--- src/rtl/dmem_access_ctrl.sv ---
// Two-port sequencer/arbiter for the 2K-word data memory: address decode, RMW for sub-word stores.
// Optional macro DMEM_ACCESS_CTRL_STATS_EN adds a saturating error counter output err_cnt.
module dmem_access_ctrl #(
    parameter logic [31:0] GLOBAL_BASE = 32'h10010000,
    parameter logic [31:0] STACK_BASE  = 32'h7FFFEFFC
) (
    input  logic        clk,
    input  logic        rst,
    input  logic        req0,
    input  logic        req1,
    input  logic [31:0] addr0,
    input  logic [31:0] addr1,
    input  logic        wr0,
    input  logic        wr1,
    input  logic [1:0]  size0,
    input  logic [1:0]  size1,
    input  logic [31:0] wdata0,
    input  logic [31:0] wdata1,
    output logic        ack0,
    output logic        ack1,
    output logic [31:0] rdata,
    output logic        err,
    output logic        busy,
    output logic [10:0] mem_addr,
    output logic        mem_we,
    output logic [31:0] mem_wdata,
    input  logic [31:0] mem_rdata
`ifdef DMEM_ACCESS_CTRL_STATS_EN
    ,
    output logic [15:0] err_cnt
`endif
);

    localparam logic [2:0] S_IDLE  = 3'd0;
    localparam logic [2:0] S_READ  = 3'd1;
    localparam logic [2:0] S_WAIT  = 3'd2;
    localparam logic [2:0] S_WRITE = 3'd3;
    localparam logic [2:0] S_ERR   = 3'd4;
    localparam logic [2:0] S_DONE  = 3'd5;

    localparam logic [1:0] SZ_BYTE = 2'b00;
    localparam logic [1:0] SZ_HALF = 2'b01;
    localparam logic [1:0] SZ_WORD = 2'b10;

    logic [2:0]  state_q, state_d;
    logic        last_grant_q, last_grant_d;
    logic        port_q, port_d;
    logic        wr_q, wr_d;
    logic [1:0]  size_q, size_d;
    logic [1:0]  lane_q, lane_d;
    logic [10:0] phys_q, phys_d;
    logic [31:0] data_q, data_d;
    logic        err_q, err_d;

    // Round-robin on a tie: the port not granted last time wins.
    logic        sel_port;
    logic [31:0] sel_addr;
    logic        sel_wr;
    logic [1:0]  sel_size;
    logic [31:0] sel_wdata;

    assign sel_port  = req1 & (~req0 | ~last_grant_q);
    assign sel_addr  = sel_port ? addr1  : addr0;
    assign sel_wr    = sel_port ? wr1    : wr0;
    assign sel_size  = sel_port ? size1  : size0;
    assign sel_wdata = sel_port ? wdata1 : wdata0;

    logic        in_global, in_stack, misaligned, bad_access;
    logic [9:0]  global_idx, stack_idx;
    logic [10:0] sel_phys;

    assign in_global  = (sel_addr >= GLOBAL_BASE) && (sel_addr <= GLOBAL_BASE + 32'h0000_0FFF);
    assign in_stack   = (sel_addr >= STACK_BASE)  && (sel_addr <= STACK_BASE  + 32'h0000_0FFF);
    // Both windows are 4 KB, so offsets are exact modulo 4096.
    assign global_idx = 10'((sel_addr[11:0] - GLOBAL_BASE[11:0]) >> 2);
    assign stack_idx  = 10'((sel_addr[11:0] - STACK_BASE[11:0]) >> 2);
    assign sel_phys   = in_global ? {1'b0, global_idx} : {1'b1, stack_idx};
    assign misaligned = (sel_size == 2'b11)
                     || ((sel_size == SZ_HALF) && sel_addr[0])
                     || ((sel_size == SZ_WORD) && (sel_addr[1:0] != 2'b00));
    assign bad_access = misaligned || !(in_global || in_stack);

    logic [3:0]  lane_be;
    logic [31:0] lane_wdata, merged, extracted;

    always_comb begin
        case (size_q)
            SZ_BYTE: begin
                lane_be    = 4'b0001 << lane_q;
                lane_wdata = {4{data_q[7:0]}};
                extracted  = {24'b0, mem_rdata[{lane_q, 3'b000} +: 8]};
            end
            SZ_HALF: begin
                lane_be    = lane_q[1] ? 4'b1100 : 4'b0011;
                lane_wdata = {2{data_q[15:0]}};
                extracted  = {16'b0, (lane_q[1] ? mem_rdata[31:16] : mem_rdata[15:0])};
            end
            default: begin
                lane_be    = 4'b1111;
                lane_wdata = data_q;
                extracted  = mem_rdata;
            end
        endcase
    end

    genvar gi;
    generate
        for (gi = 0; gi < 4; gi++) begin : g_merge
            assign merged[8*gi +: 8] = lane_be[gi] ? lane_wdata[8*gi +: 8] : mem_rdata[8*gi +: 8];
        end
    endgenerate

    always_comb begin
        state_d      = state_q;
        last_grant_d = last_grant_q;
        port_d       = port_q;
        wr_d         = wr_q;
        size_d       = size_q;
        lane_d       = lane_q;
        phys_d       = phys_q;
        data_d       = data_q;
        err_d        = err_q;
        case (state_q)
            S_IDLE: begin
                if (req0 || req1) begin
                    port_d       = sel_port;
                    last_grant_d = sel_port;
                    wr_d         = sel_wr;
                    size_d       = sel_size;
                    lane_d       = sel_addr[1:0];
                    phys_d       = sel_phys;
                    data_d       = sel_wdata;
                    err_d        = bad_access;
                    if (bad_access)
                        state_d = S_ERR;
                    else if (sel_wr && (sel_size == SZ_WORD))
                        state_d = S_WRITE;
                    else
                        state_d = S_READ;
                end
            end
            S_READ:  state_d = S_WAIT;
            S_WAIT: begin
                data_d  = wr_q ? merged : extracted;
                state_d = wr_q ? S_WRITE : S_DONE;
            end
            S_WRITE: state_d = S_DONE;
            S_ERR: begin
                data_d  = 32'b0;
                state_d = S_DONE;
            end
            S_DONE:  state_d = S_IDLE;
            default: state_d = S_IDLE;
        endcase
    end

    always_ff @(posedge clk or posedge rst) begin
        if (rst) begin
            state_q      <= S_IDLE;
            last_grant_q <= 1'b1;
            port_q       <= 1'b0;
            wr_q         <= 1'b0;
            size_q       <= 2'b00;
            lane_q       <= 2'b00;
            phys_q       <= 11'b0;
            data_q       <= 32'b0;
            err_q        <= 1'b0;
        end else begin
            state_q      <= state_d;
            last_grant_q <= last_grant_d;
            port_q       <= port_d;
            wr_q         <= wr_d;
            size_q       <= size_d;
            lane_q       <= lane_d;
            phys_q       <= phys_d;
            data_q       <= data_d;
            err_q        <= err_d;
        end
    end

    assign busy      = (state_q != S_IDLE);
    assign mem_we    = (state_q == S_WRITE);
    assign mem_addr  = ((state_q == S_READ) || (state_q == S_WRITE)) ? phys_q : 11'b0;
    assign mem_wdata = (state_q == S_WRITE) ? data_q : 32'b0;
    assign ack0      = (state_q == S_DONE) && !port_q;
    assign ack1      = (state_q == S_DONE) && port_q;
    assign err       = (state_q == S_DONE) && err_q;
    // Store completions return zero data; error completions carry zero in data_q.
    assign rdata     = ((state_q == S_DONE) && !wr_q) ? data_q : 32'b0;

`ifdef DMEM_ACCESS_CTRL_STATS_EN
    logic [15:0] err_cnt_q, err_cnt_d;

    always_comb begin
        err_cnt_d = err_cnt_q;
        if ((state_q == S_DONE) && err_q && (err_cnt_q != 16'hFFFF))
            err_cnt_d = err_cnt_q + 16'd1;
    end

    always_ff @(posedge clk or posedge rst) begin
        if (rst)
            err_cnt_q <= 16'b0;
        else
            err_cnt_q <= err_cnt_d;
    end

    assign err_cnt = err_cnt_q;
`endif

endmodule

--- config.mk ---
export PLATFORM = sky130hd
export DESIGN_NAME = dmem_access_ctrl
export DESIGN_NICKNAME = d
export VERILOG_FILES = /design/src/rtl/dmem_access_ctrl.sv
export SDC_FILE = /design/constraint.sdc
export NUM_CORES = 1
export LEC_CHECK = 0
export CAP_MARGIN = 20
export CORE_ASPECT_RATIO = 0.5
export CORE_MARGIN = 2
export CORE_UTILIZATION = 41
export CTS_BUF_LIST = sky130_fd_sc_hd__clkbuf_8 sky130_fd_sc_hd__clkbuf_16
export DETAILED_ROUTE_END_ITERATION = 10
export GPL_TIMING_DRIVEN = 0
export PLACE_DENSITY = 0.83
export SLEW_MARGIN = 20
export SYNTH_ARGS = -nofsm -noshare
export SYNTH_HDL_FRONTEND = slang
export SYNTH_SLANG_ARGS = --single-unit
--- constraint.sdc ---
create_clock -name clk -period 2.7 [get_ports clk]
set_input_delay 0.54 -clock clk [delete_from_list [all_inputs] [get_ports clk]]
set_output_delay 0.54 -clock clk [all_outputs]
set_load 0.01 [all_outputs]
==> flow_summary.rst <==
.. list-table::
   :header-rows: 1

   * - Metric
     - Value
   * - Drt first-iter violations
     - 627
   * - Final ANT Viol Nets
     - 0
   * - Detailed-route wire length per cell
     - 19.6 um
   * - Row count
     - 27
   * - Post-layout instance count excluding filler cells
     - 1091
   * - Worst min-delay path category
     - reg2reg
   * - Core box area
     - 11200 sq um
   * - Multi-input gate area in the final layout
     - 3320 sq um
   * - Ratio of final minimum period to clock period
     - 98.4%
   * - GRT Residual Overflow
     - 0
   * - Chip height
     - 80.6 um
   * - GRT Resource Usage Total
     - 33.3%
   * - Largest family of logic cells by synthesized area
     - simple AND/OR/NAND/NOR gates
   * - Reported max-cap violation count
     - 0
   * - Nature of the critical path endpoint
     - primary output
   * - Area of the die
     - 12700 sq um
   * - Wire length the detailed router placed on met1
     - 8590 um
   * - Crit Reg-Reg Startpoint
     - lane_q[1]$_DFFE_PP0P_
   * - Number of flip-flops and latches in the synthesized netlist
     - 54
   * - CP arrival
     - 2.12 ns
   * - Max-slew headroom
     - 27.9%
   * - Top routing layer in use
     - met4
   * - Finished layout cell area
     - 8030 sq um
   * - Max-slew violation total from the final report
     - 0
   * - Endpoints failing setup
     - 0
   * - Share of synthesized registers carrying an async set or reset
     - 100%
   * - Prevailing post-synth register cell
     - dfrtp_1
   * - Cell chain of the critical path
     - buf_8, nor2b_4, nand2_2, nor2_4, buf_4, clkbuf_8, buf_4, and2_1, dlygate4sd2_1
   * - Max Clock Freq
     - 376 MHz
   * - Arithmetic-cell share of the synthesized area counting full adders, half adders and majority gates
     - 0.260%
   * - Hold-critical path endpoint
     - phys_q[0]$_DFFE_PP0P_
   * - Tot Pwr
     - 0.00596 W
   * - Relative area change from synthesis to final layout
     - 66.8%
   * - Pin count of the biggest net entering global routing
     - 55
   * - Count of buffers inserted at the top-level ports
     - 249
   * - Worst supply voltage drop on vdd
     - 0.378 mV
   * - Depth of the CTS H-tree
     - 2
   * - Initial antenna violation count
     - 1
   * - Wire length of the first global-routing pass
     - 32200 um
   * - Clock Sink Count
     - 54
   * - Mean area per synthesized cell
     - 7.35 sq um
   * - Final worst clock skew
     - 0.00669 ns
   * - Clock latency on the worst-skew pair
     - 0.30 ns
   * - Worst R2R End
     - data_q[22]$_DFFE_PP0P_
   * - Placed instance area
     - 7510 sq um
   * - DP Wirelength
     - 16400 um
   * - Remaining design rule violation count
     - 0
   * - CTS Hold Bufs
     - 0
   * - Clock period minus worst slack
     - 2.66 ns
   * - Number of cells in the design after placement
     - 1063
   * - Number of warnings reported in the yosys synthesis log
     - 0
   * - Static Leak
     - 3.75 nW
   * - Fraction of final layout cells with drive strength greater than 1
     - 9.67%
   * - Worst Hold Slack
     - 0.483 ns
   * - Proportion of netlist area held by the largest area contributor
     - 27.6%
   * - Number of synthesized flops with an enable pin
     - 0
   * - Buffer type at the clock tree root
     - clkbuf_16
   * - Cell area power density
     - 742 nW/um^2
   * - Worst stage delay on the critical path
     - 0.39 ns
   * - Worst-path cell with the longest stage delay
     - dfrtp_1
   * - Post-synth cell types
     - 53
   * - Reg2reg setup slack
     - 0.20 ns
   * - Top cell by count, worst path
     - buf_4
   * - Filler cell count
     - 902
   * - Share of the synthesized netlist area taken by xor and xnor gates
     - 1.46%
   * - Vias in the first global route
     - 6058
   * - Max clock buf depth
     - 2
   * - Critical path launch point type
     - flip-flop
   * - Maximum fanout encountered on the critical timing path
     - 10
   * - Hold path startpoint
     - phys_q[0]$_DFFE_PP0P_
   * - Final hold violations
     - 0
   * - Detailed-routed wire length on met3
     - 1870 um
   * - Multiplexer area fraction after synthesis
     - 6.71%
   * - First drt pass iteration count
     - 6
   * - Biggest area consumer among synthesized cells
     - dfrtp_1
   * - Simple-gate area share of the yosys netlist
     - 34.2%
   * - Most area-consuming cells after synthesis
     - dfrtp_1 (28%), a21oi_1 (8.3%), nand2_1 (7.0%)
   * - Drt total wl
     - 21400 um
   * - Via density
     - 5.80
   * - Syn_nets
     - 826
   * - Starting density of the core
     - 42.9%
   * - GPL Wtd Cong
     - 0.979
   * - Complex-gate fraction of the synthesized area
     - 24.6%
   * - Total via count after detailed routing
     - 6332
   * - TritonCTS buffer count
     - 5
   * - Outcome
     - complete, no violations
   * - Sequential fraction of the synthesis area
     - 28.1%
   * - Clock-pin slew reported for the worst setup and hold paths after clock tree synthesis
     - 0.07 ns
   * - Post-synthesis cell area
     - 4810 sq um
   * - Critical path required time
     - 2.16 ns
   * - Number of placed I/O pins
     - 250
   * - Die Width
     - 157 um
   * - Cell depth of the worst flop-to-flop path
     - 6
   * - Register cell area after layout
     - 1350 sq um
   * - Path type of the worst setup path
     - reg2out
   * - Hold Crit Depth
     - 2
   * - Final core area utilization
     - 71.6%
   * - Met2 WL
     - 10300 um
   * - Layout net count
     - 1102
   * - Cell count after synthesis
     - 655
   * - CTS tree
     - done
   * - Actual slew at the worst max-slew pin
     - 1.07 ns
-- metal layers --
| metal | vias to the layer above | GRT usage [%] |
|---|---|---|
| met5 | - | 0 |
| met4 | 0 | 8.45 |
| met3 | 60 | 5.83 |
| met2 | 370 | 59.3 |
| met1 | 2980 | 42.2 |
| li1 | 2922 | - |
-- synthesized netlist by cell type (2+ instances only) --
cell	count
a21o_1	9
a21oi_1	80
a21oi_2	9
a221oi_1	8
a22oi_1	9
a31oi_1	6
and2_1	53
and3_1	34
and4b_1	2
buf_1	5
buf_2	10
clkbuf_1	31
dfrtp_1	53
inv_1	7
mux2_2	2
mux2i_1	30
nand2_1	90
nand2b_1	5
nand3_1	23
nand3b_1	4
nand4_1	12
nor2_1	53
nor2b_1	15
nor3_1	11
nor4_1	12
o21ai_0	3
o21ai_1	22
o221ai_2	8
o22a_1	2
o22ai_1	17
or4_1	2
xnor2_1	5
xor2_1	3
-- repair_timing --
action	in CTS	in global routing
cloned	3	0
resized for setup	69	45
pin swaps	2	2
buffers inserted	14	4
setup endpoints to repair	104	61
-- worst max-delay path by stage --
stage                     cells after the start              startpoint                      to
final                                         9  state_q[0]$_DFFE_PP0P_               rdata[11]
after global routing                          9  state_q[0]$_DFFE_PP0P_               rdata[11]
after CTS                                     5  state_q[1]$_DFFE_PP0P_            mem_wdata[8]
after detailed placement                     12                    req1  state_q[0]$_DFFE_PP0P_
after global placement                       12                    req1  state_q[0]$_DFFE_PP0P_
after floorplan                              10                    req1  state_q[0]$_DFFE_PP0P_
-- kinds of logic (layout without fill, tap and decap cells) --
group	after synthesis	count (layout)
fa+ha+maj	1	1
mux	32	32
flops	54	54
xor+xnor	8	8
other cells	0	1
buf+inv	54	330
compound gates	183	183
simple gates	323	323
-- through the flow --
stage | TNS (ns) | setup slack [ns]
after floorplan | 0 | 0.140
after global placement | -58.54 | -0.876
after detailed placement | -52.90 | -0.879
final | 0 | 0.0437
after CTS | 0 | 0.000939
after global routing | -0.0265 | -0.0168
-- layout make-up --
cell class	instances	share of cell area, %
diodes	1	0.0312
multi-input cells	547	41.4
inverters	7	0.359
well taps	159	2.48
clock buffers	6	1.73
repair buffers	270	33.2
clock inverters	1	0.374
plain buffers	46	3.55
flip-flops and latches	54	16.9
-- registers in the layout, indices dropped and copies added, names as in the netlist --
name / cells
phys_q: 11
last_grant_q: 1
lane_q: 2
wr_q: 1
data_q: 32
size_q: 2
state_q: 3
port_q: 1
err_q: 1
-- critical path, delay by kind of cell (launching register included) --
family / cells / cell delay, ns
buffers and inverters: 5 / 0.82
flip-flops: 1 / 0.39
AND/OR/NAND/NOR: 4 / 0.62
-- power by group --
group          switching, W  internal (W)
clock              0.000299      0.000459
combinational       0.00205       0.00157
sequential         0.000364       0.00121
-- placed cells by master, fill, tap and decap left out, types with 6 or more instances in the layout --
master	n
clkdlybuf4s50_1	205
nand2_1	89
a21oi_1	80
and2_1	53
dfrtp_1	53
nor2_1	52
and3_1	34
mux2i_1	30
nand3_1	23
o21ai_1	22
dlygate4sd2_1	21
buf_4	19
clkbuf_1	17
o22ai_1	17
dlymetal6s2s_1	16
nor2b_1	13
nand4_1	12
clkbuf_8	10
nor3_1	10
nor4_1	10
buf_2	9
a22oi_1	9
a21oi_2	9
a21o_1	9
a221oi_1	8
o221ai_2	8
clkbuf_2	7
a31oi_1	6
inv_1	6
Power figures use the tool's default switching activity.
